File: src/rtl/divided_tick_bcd_counter_if.sv
// Control and status bundle for divided_tick_bcd_counter.
// master: the driving side (divider wave, control pulses), observes tick/digits/status.
// slave : the counter itself.
//   DIV_IN  - divided square wave, may be asynchronous to CLK
//   START   - pulse, enter RUNNING
//   STOP    - pulse, enter STOPPED (wins over START)
//   CLEAR   - synchronous zero of both digits
//   UP      - count direction, 1 = up
//   TICK    - one-cycle pulse per DIV_IN rising edge
//   ONES    - BCD ones digit
//   TENS    - BCD tens digit
//   WRAP    - one-cycle pulse on rollover/underflow
//   RUNNING - high while counting is enabled
interface divided_tick_bcd_counter_if;
    logic       DIV_IN;
    logic       START;
    logic       STOP;
    logic       CLEAR;
    logic       UP;
    logic       TICK;
    logic [3:0] ONES;
    logic [3:0] TENS;
    logic       WRAP;
    logic       RUNNING;

    modport master (
        output DIV_IN, START, STOP, CLEAR, UP,
        input  TICK, ONES, TENS, WRAP, RUNNING
    );

    modport slave (
        input  DIV_IN, START, STOP, CLEAR, UP,
        output TICK, ONES, TENS, WRAP, RUNNING
    );
endinterface

File: src/rtl/divided_tick_bcd_counter.sv
// Synchronizes the divider's slow square wave, turns each rising edge into a
// one-cycle tick and uses the tick to advance a two-digit BCD up/down counter
// under start/stop/clear control.
// Ports:
//   CLK   - system clock, rising edge
//   RESET - asynchronous, active-high reset
//   bus   - slave side of divided_tick_bcd_counter_if (controls in, tick/digits/status out)
module divided_tick_bcd_counter #(
    parameter int unsigned SYNC_STAGES = 2,
    parameter int unsigned MAX_TENS    = 5,
    parameter int unsigned MAX_ONES    = 9
) (
    input  logic                      CLK,
    input  logic                      RESET,
    divided_tick_bcd_counter_if.slave bus
);

    localparam int unsigned DIGIT_W = 4;
    localparam logic [DIGIT_W-1:0] ONES_LIMIT = DIGIT_W'(MAX_ONES);
    localparam logic [DIGIT_W-1:0] TENS_LIMIT = DIGIT_W'(MAX_TENS);

    typedef enum logic {
        ST_STOPPED = 1'b0,
        ST_RUNNING = 1'b1
    } state_t;

    logic [SYNC_STAGES-1:0] sync_q;
    logic                   sync_out;
    logic                   prev_q;
    logic                   tick_q;
    state_t                 state_q;
    logic                   running_q;
    logic [DIGIT_W-1:0]     ones_q;
    logic [DIGIT_W-1:0]     tens_q;
    logic                   wrap_q;
    logic                   count_en_c;

    assign sync_out = sync_q[SYNC_STAGES-1];

    // Synchronizer chain, edge history and registered rising-edge tick.
    always_ff @(posedge CLK or posedge RESET) begin
        if (RESET) begin
            sync_q <= '0;
            prev_q <= 1'b0;
            tick_q <= 1'b0;
        end else begin
            sync_q <= {sync_q[SYNC_STAGES-2:0], bus.DIV_IN};
            prev_q <= sync_out;
            tick_q <= sync_out & ~prev_q;
        end
    end

    // Run/stop FSM; STOP dominates a simultaneous START.
    always_ff @(posedge CLK or posedge RESET) begin
        if (RESET) begin
            state_q   <= ST_STOPPED;
            running_q <= 1'b0;
        end else begin
            case (state_q)
                ST_STOPPED: begin
                    if (bus.START && !bus.STOP) begin
                        state_q   <= ST_RUNNING;
                        running_q <= 1'b1;
                    end
                end
                ST_RUNNING: begin
                    if (bus.STOP) begin
                        state_q   <= ST_STOPPED;
                        running_q <= 1'b0;
                    end
                end
                default: begin
                    state_q   <= ST_STOPPED;
                    running_q <= 1'b0;
                end
            endcase
        end
    end

    // Registered tick and run flag gate counting, so a START landing on a tick
    // misses it while a STOP landing on a tick still counts it.
    assign count_en_c = tick_q & running_q;

    // BCD digits with wrap pulse; CLEAR overrides a simultaneous count.
    always_ff @(posedge CLK or posedge RESET) begin
        if (RESET) begin
            ones_q <= '0;
            tens_q <= '0;
            wrap_q <= 1'b0;
        end else if (bus.CLEAR) begin
            ones_q <= '0;
            tens_q <= '0;
            wrap_q <= 1'b0;
        end else if (count_en_c) begin
            wrap_q <= 1'b0;
            if (bus.UP) begin
                if (ones_q < ONES_LIMIT) begin
                    ones_q <= ones_q + DIGIT_W'(1);
                end else if (tens_q >= TENS_LIMIT) begin
                    ones_q <= '0;
                    tens_q <= '0;
                    wrap_q <= 1'b1;
                end else begin
                    ones_q <= '0;
                    tens_q <= tens_q + DIGIT_W'(1);
                end
            end else begin
                if (ones_q != '0) begin
                    ones_q <= ones_q - DIGIT_W'(1);
                end else if (tens_q == '0) begin
                    ones_q <= ONES_LIMIT;
                    tens_q <= TENS_LIMIT;
                    wrap_q <= 1'b1;
                end else begin
                    ones_q <= ONES_LIMIT;
                    tens_q <= tens_q - DIGIT_W'(1);
                end
            end
        end else begin
            wrap_q <= 1'b0;
        end
    end

    assign bus.TICK    = tick_q;
    assign bus.ONES    = ones_q;
    assign bus.TENS    = tens_q;
    assign bus.WRAP    = wrap_q;
    assign bus.RUNNING = running_q;

endmodule
File: src/flat_wrapper.sv
// flat-port wrapper written by rule: the top's interface ports become plain ports
module divided_tick_bcd_counter_flat 
#(
    parameter int unsigned SYNC_STAGES = 2,
    parameter int unsigned MAX_TENS    = 5,
    parameter int unsigned MAX_ONES    = 9
)
  (CLK, RESET, bus_DIV_IN, bus_START, bus_STOP, bus_CLEAR, bus_UP, bus_TICK, bus_ONES, bus_TENS, bus_WRAP, bus_RUNNING);
  divided_tick_bcd_counter_if bus_i ();
  input  logic CLK;
  input  logic RESET;
  input wire logic [$bits(bus_i.DIV_IN)-1:0] bus_DIV_IN;
  input wire logic [$bits(bus_i.START)-1:0] bus_START;
  input wire logic [$bits(bus_i.STOP)-1:0] bus_STOP;
  input wire logic [$bits(bus_i.CLEAR)-1:0] bus_CLEAR;
  input wire logic [$bits(bus_i.UP)-1:0] bus_UP;
  output wire logic [$bits(bus_i.TICK)-1:0] bus_TICK;
  output wire logic [$bits(bus_i.ONES)-1:0] bus_ONES;
  output wire logic [$bits(bus_i.TENS)-1:0] bus_TENS;
  output wire logic [$bits(bus_i.WRAP)-1:0] bus_WRAP;
  output wire logic [$bits(bus_i.RUNNING)-1:0] bus_RUNNING;
  assign bus_i.DIV_IN = bus_DIV_IN;
  assign bus_i.START = bus_START;
  assign bus_i.STOP = bus_STOP;
  assign bus_i.CLEAR = bus_CLEAR;
  assign bus_i.UP = bus_UP;
  assign bus_TICK = bus_i.TICK;
  assign bus_ONES = bus_i.ONES;
  assign bus_TENS = bus_i.TENS;
  assign bus_WRAP = bus_i.WRAP;
  assign bus_RUNNING = bus_i.RUNNING;
  divided_tick_bcd_counter #(.SYNC_STAGES(SYNC_STAGES), .MAX_TENS(MAX_TENS), .MAX_ONES(MAX_ONES)) u_core (.CLK(CLK), .RESET(RESET), .bus(bus_i));
endmodule
File: config.mk
export PLATFORM = sky130hd
export DESIGN_NAME = divided_tick_bcd_counter_flat
export DESIGN_NICKNAME = d
export VERILOG_FILES = /design/src/rtl/divided_tick_bcd_counter_if.sv /design/src/rtl/divided_tick_bcd_counter.sv /design/src/flat_wrapper.sv
export SDC_FILE = /design/constraint.sdc
export NUM_CORES = 1
export LEC_CHECK = 0
export CAP_MARGIN = 40
export CORE_MARGIN = 5
export CORE_UTILIZATION = 45
export DETAILED_ROUTE_END_ITERATION = 8
export PLACE_DENSITY = 0.7
export SETUP_SLACK_MARGIN = 0.02
export SLEW_MARGIN = 20
export SYNTH_ARGS = -nofsm -noshare
export SYNTH_HDL_FRONTEND = slang
export SYNTH_SLANG_ARGS = --single-unit
File: constraint.sdc
create_clock -name CLK -period 1.89 [get_ports CLK]
set_clock_uncertainty 0.05 [all_clocks]
set_input_delay 0.378 -clock CLK [delete_from_list [all_inputs] [get_ports CLK]]
set_output_delay 0.378 -clock CLK [all_outputs]
set_load 0.01 [all_outputs]
==> run summary <==
Worst-case clock buffer depth: 2
Post-synthesis cell area: 970 µm²
Finish-stage setup viols: 1
CTS tree: yes
Final WL: 2580 µm
Failing checks: negative setup slack
Syn nets: 119
Worst EP arrival: 2050 ps
Unrepaired setup endpoints after global routing: true
Die area: 0.00318 mm²
TNS Setup: -7.07 ps
Seq/Total Area, Yosys: 38.7%
Area grow syn2layout: 35.1%
Status: finished with violations
Final period utilization: 100%
First-pass DRT Iterations: 4
Reg clk slew, reported paths: 90 ps
Critical path fanouts, max: 6
Setup bufs post-CTS: 0
Data required, critical path: 2040 ps
Cell count after synthesis: 105
Critical Path End Type: flip-flop
Worst slew pin tran: 571 ps
Ant. Diodes: 0
Worst setup path category: flip-flop to flip-flop
Hold crit path type: flip-flop to flip-flop
Post-synthesis cell type count: 39
Max_cap viols: 0
Residual DRC count: 0
Worst setup margin: -7.07 ps
Hold_buf cts: 0
Total track usage: 16.2%
Initial antenna violation count: 0
Vias in the first global route: 907
Total Power: 0.00134 W
Fmax: 527 MHz
CP Launch Type: flip-flop
Vias: 966
Port Buffer Count: 17
Final Hold Viols: 0
Hpwl dp: 1890 µm
Syn. warnings: 0
First-pass GRT wire length: 4120 µm
I/O pin count: 18
Num CTS Buffers: 3
Crit path time final: 1900 ps
Switching Fraction: 40.6%
Slew margin rel.: 61.9%
Fin util: 65.4%
Worst hold slack: 320 ps
Total grt overflow: 0
Share of layout cells above drive strength 1: 19.6%
Cell row count: 16
Chip height: 56.4 µm
Die width: 56.4 µm
Initial Utilization: 48.4%
P_int: 0.000798 W
Clock root cell: clkbuf_4
Drt via density: 5.85
Clock network power share: 13.8%
VDD IR max: 0.735 mV
#FFs+latches synth: 15
Routed len/inst: 15.6 µm
Cell Pwr Density: 1020 mW/mm²
Post-layout nets: 153
Asr flop ratio synth: 100%
Hold depth: 0
Cell area after layout: 0.00131 mm²
Pleak: 0.572 nW
Main synth FF type: dfrtp_1
Core outline area: 0.00200 mm²
Post-DRT Antenna Nets: 0
Avg Inst Size Synth: 9.24 µm²
Sequential Power Share: 32.5%
Filler Cell Count: 170
GP Congestion: 0.916
Largest net degree at the start of global routing: 16
Comb power frac: 53.7%
CTS H-tree lvls: 1
Slew Viols, Final: 0
CTS sink count: 15
Initial drt markers: 33
R2R cell count: 6
Switching power: 0.000544 W
DP Area: 0.00127 mm²
Number of enable flip-flop cells after synthesis: 0
Latest clock arrival within the worst-skew pair: 280 ps
-- metrics by stage --
stage	setup slack [ps]	cells
final	-7.07	165
after global routing	-98.0	165
after CTS	37.8	165
after detailed placement	-67.6	161
after global placement	-22.1	161
after floorplan	120	105
-- state kept, by name (all words and copies together) (netlist names) --
signal,count
u_core.bus.ONES,4
u_core.bus.TICK,1
u_core.bus.RUNNING,1
u_core.bus.TENS,4
u_core.state_q,1
u_core.prev_q,1
u_core.bus.WRAP,1
u_core.sync_q,2
-- area by class of cell --
type / instances / area (µm²) / share of cell area [%]
Multi-Input combinational cell: 76 / 544 / 41.5
Clock inverter: 1 / 5.00 / 0.382
Sequential cell: 15 / 377 / 28.7
Clock buffer: 3 / 22.5 / 1.72
Inverter: 10 / 37.5 / 2.87
Tap cell: 27 / 33.8 / 2.58
Timing Repair Buffer: 33 / 290 / 22.2
-- layer usage --
| layer | track usage [%] | vias up | part of all wire, % |
|---|---|---|---|
| met2 | 23.6 | 51 | 46 |
| met4 | 6.78 | 0 | 1.3 |
| li1 | - | 457 | - |
| met5 | 0 | - | 0 |
| met1 | 22.3 | 452 | 45 |
| met3 | 4.59 | 6 | 8.3 |
-- cell usage in the layout, fill, tap and decap left out, types with 2 or more instances in the layout --
cell type,n
nor2_1,5
nor3_1,4
o41ai_1,2
dfrtp_1,14
nand4b_1,2
nand2_1,8
ha_1,7
a2111oi_1,2
o221ai_1,2
inv_1,9
o21ai_0,5
clkdlybuf4s50_1,17
nand3_1,3
a21oi_1,6
nand2b_1,6
clkbuf_4,3
buf_4,16
a22o_1,2
-- cells by family after synthesis --
logic type,count (synthesis),synth area share (%)
AO/OA/AOI/OAI,34,25.9
XOR/XNOR,1,0.903
adder cells (fa/ha/maj),7,9.03
buffers and inverters,14,6.45
flip-flops,15,38.7
multiplexers,1,1.03
AND/OR/NAND/NOR,33,17.9
-- worst paths after layout --
check	start	end	slack, ps
setup / recovery	u_core.bus.TENS[0]$_DFFE_PP0P_	u_core.bus.TENS[2]$_DFFE_PP0P_	-7
hold / removal	u_core.sync_q[0]$_DFF_PP0_	u_core.sync_q[1]$_DFF_PP0_	320
setup reg to reg	u_core.bus.TENS[0]$_DFFE_PP0P_	u_core.bus.TENS[2]$_DFFE_PP0P_	-7
hold reg to reg	u_core.sync_q[0]$_DFF_PP0_	u_core.sync_q[1]$_DFF_PP0_	320
max in group asynchronous	RESET	u_core.bus.TENS[2]$_DFFE_PP0P_	1000
min in group asynchronous	RESET	u_core.bus.TENS[3]$_DFFE_PP0P_	390
-- power groups by stage --
| stage | clock network [W] | registers [W] | logic, W |
|---|---|---|---|
| final | 0.000185 | 0.000436 | 0.000721 |
| after global routing | 0.000205 | 0.000444 | 0.000781 |
| after CTS | 0.000193 | 0.000428 | 0.000688 |
| after detailed placement | 0 | 0.000434 | 0.000687 |
| after global placement | 0 | 0.000433 | 0.000668 |
| after floorplan | 0 | 0.000457 | 0.000379 |
-- Yosys cell counts (3+ instances only) --
master | number | area share, %
dfrtp_1 | 15 | 39
inv_1 | 10 | 3.9
nand2_1 | 8 | 3.1
ha_1 | 7 | 9.0
a21oi_1 | 6 | 3.1
nand2b_1 | 6 | 3.9
nor2_1 | 5 | 1.9
nor3_1 | 5 | 2.6
o21ai_0 | 5 | 2.6
nand3_1 | 3 | 1.5
-- what timing repair did --
action / 4_1_cts / 5_1_grt
setup endpoints to repair: 0 / 8
endpoints found under the hold margin: 0 / 0
gates resized for setup: 0 / 6
-- worst max-delay path, stage by stage (launching register included) --
cell	delay (ps)
dfrtp_1	400
buf_4	160
ha_1	180
nand2b_1	220
a211oi_1	460
a32oi_1	180
o22ai_1	170
No activity file was read; power rests on OpenSTA's default activity.
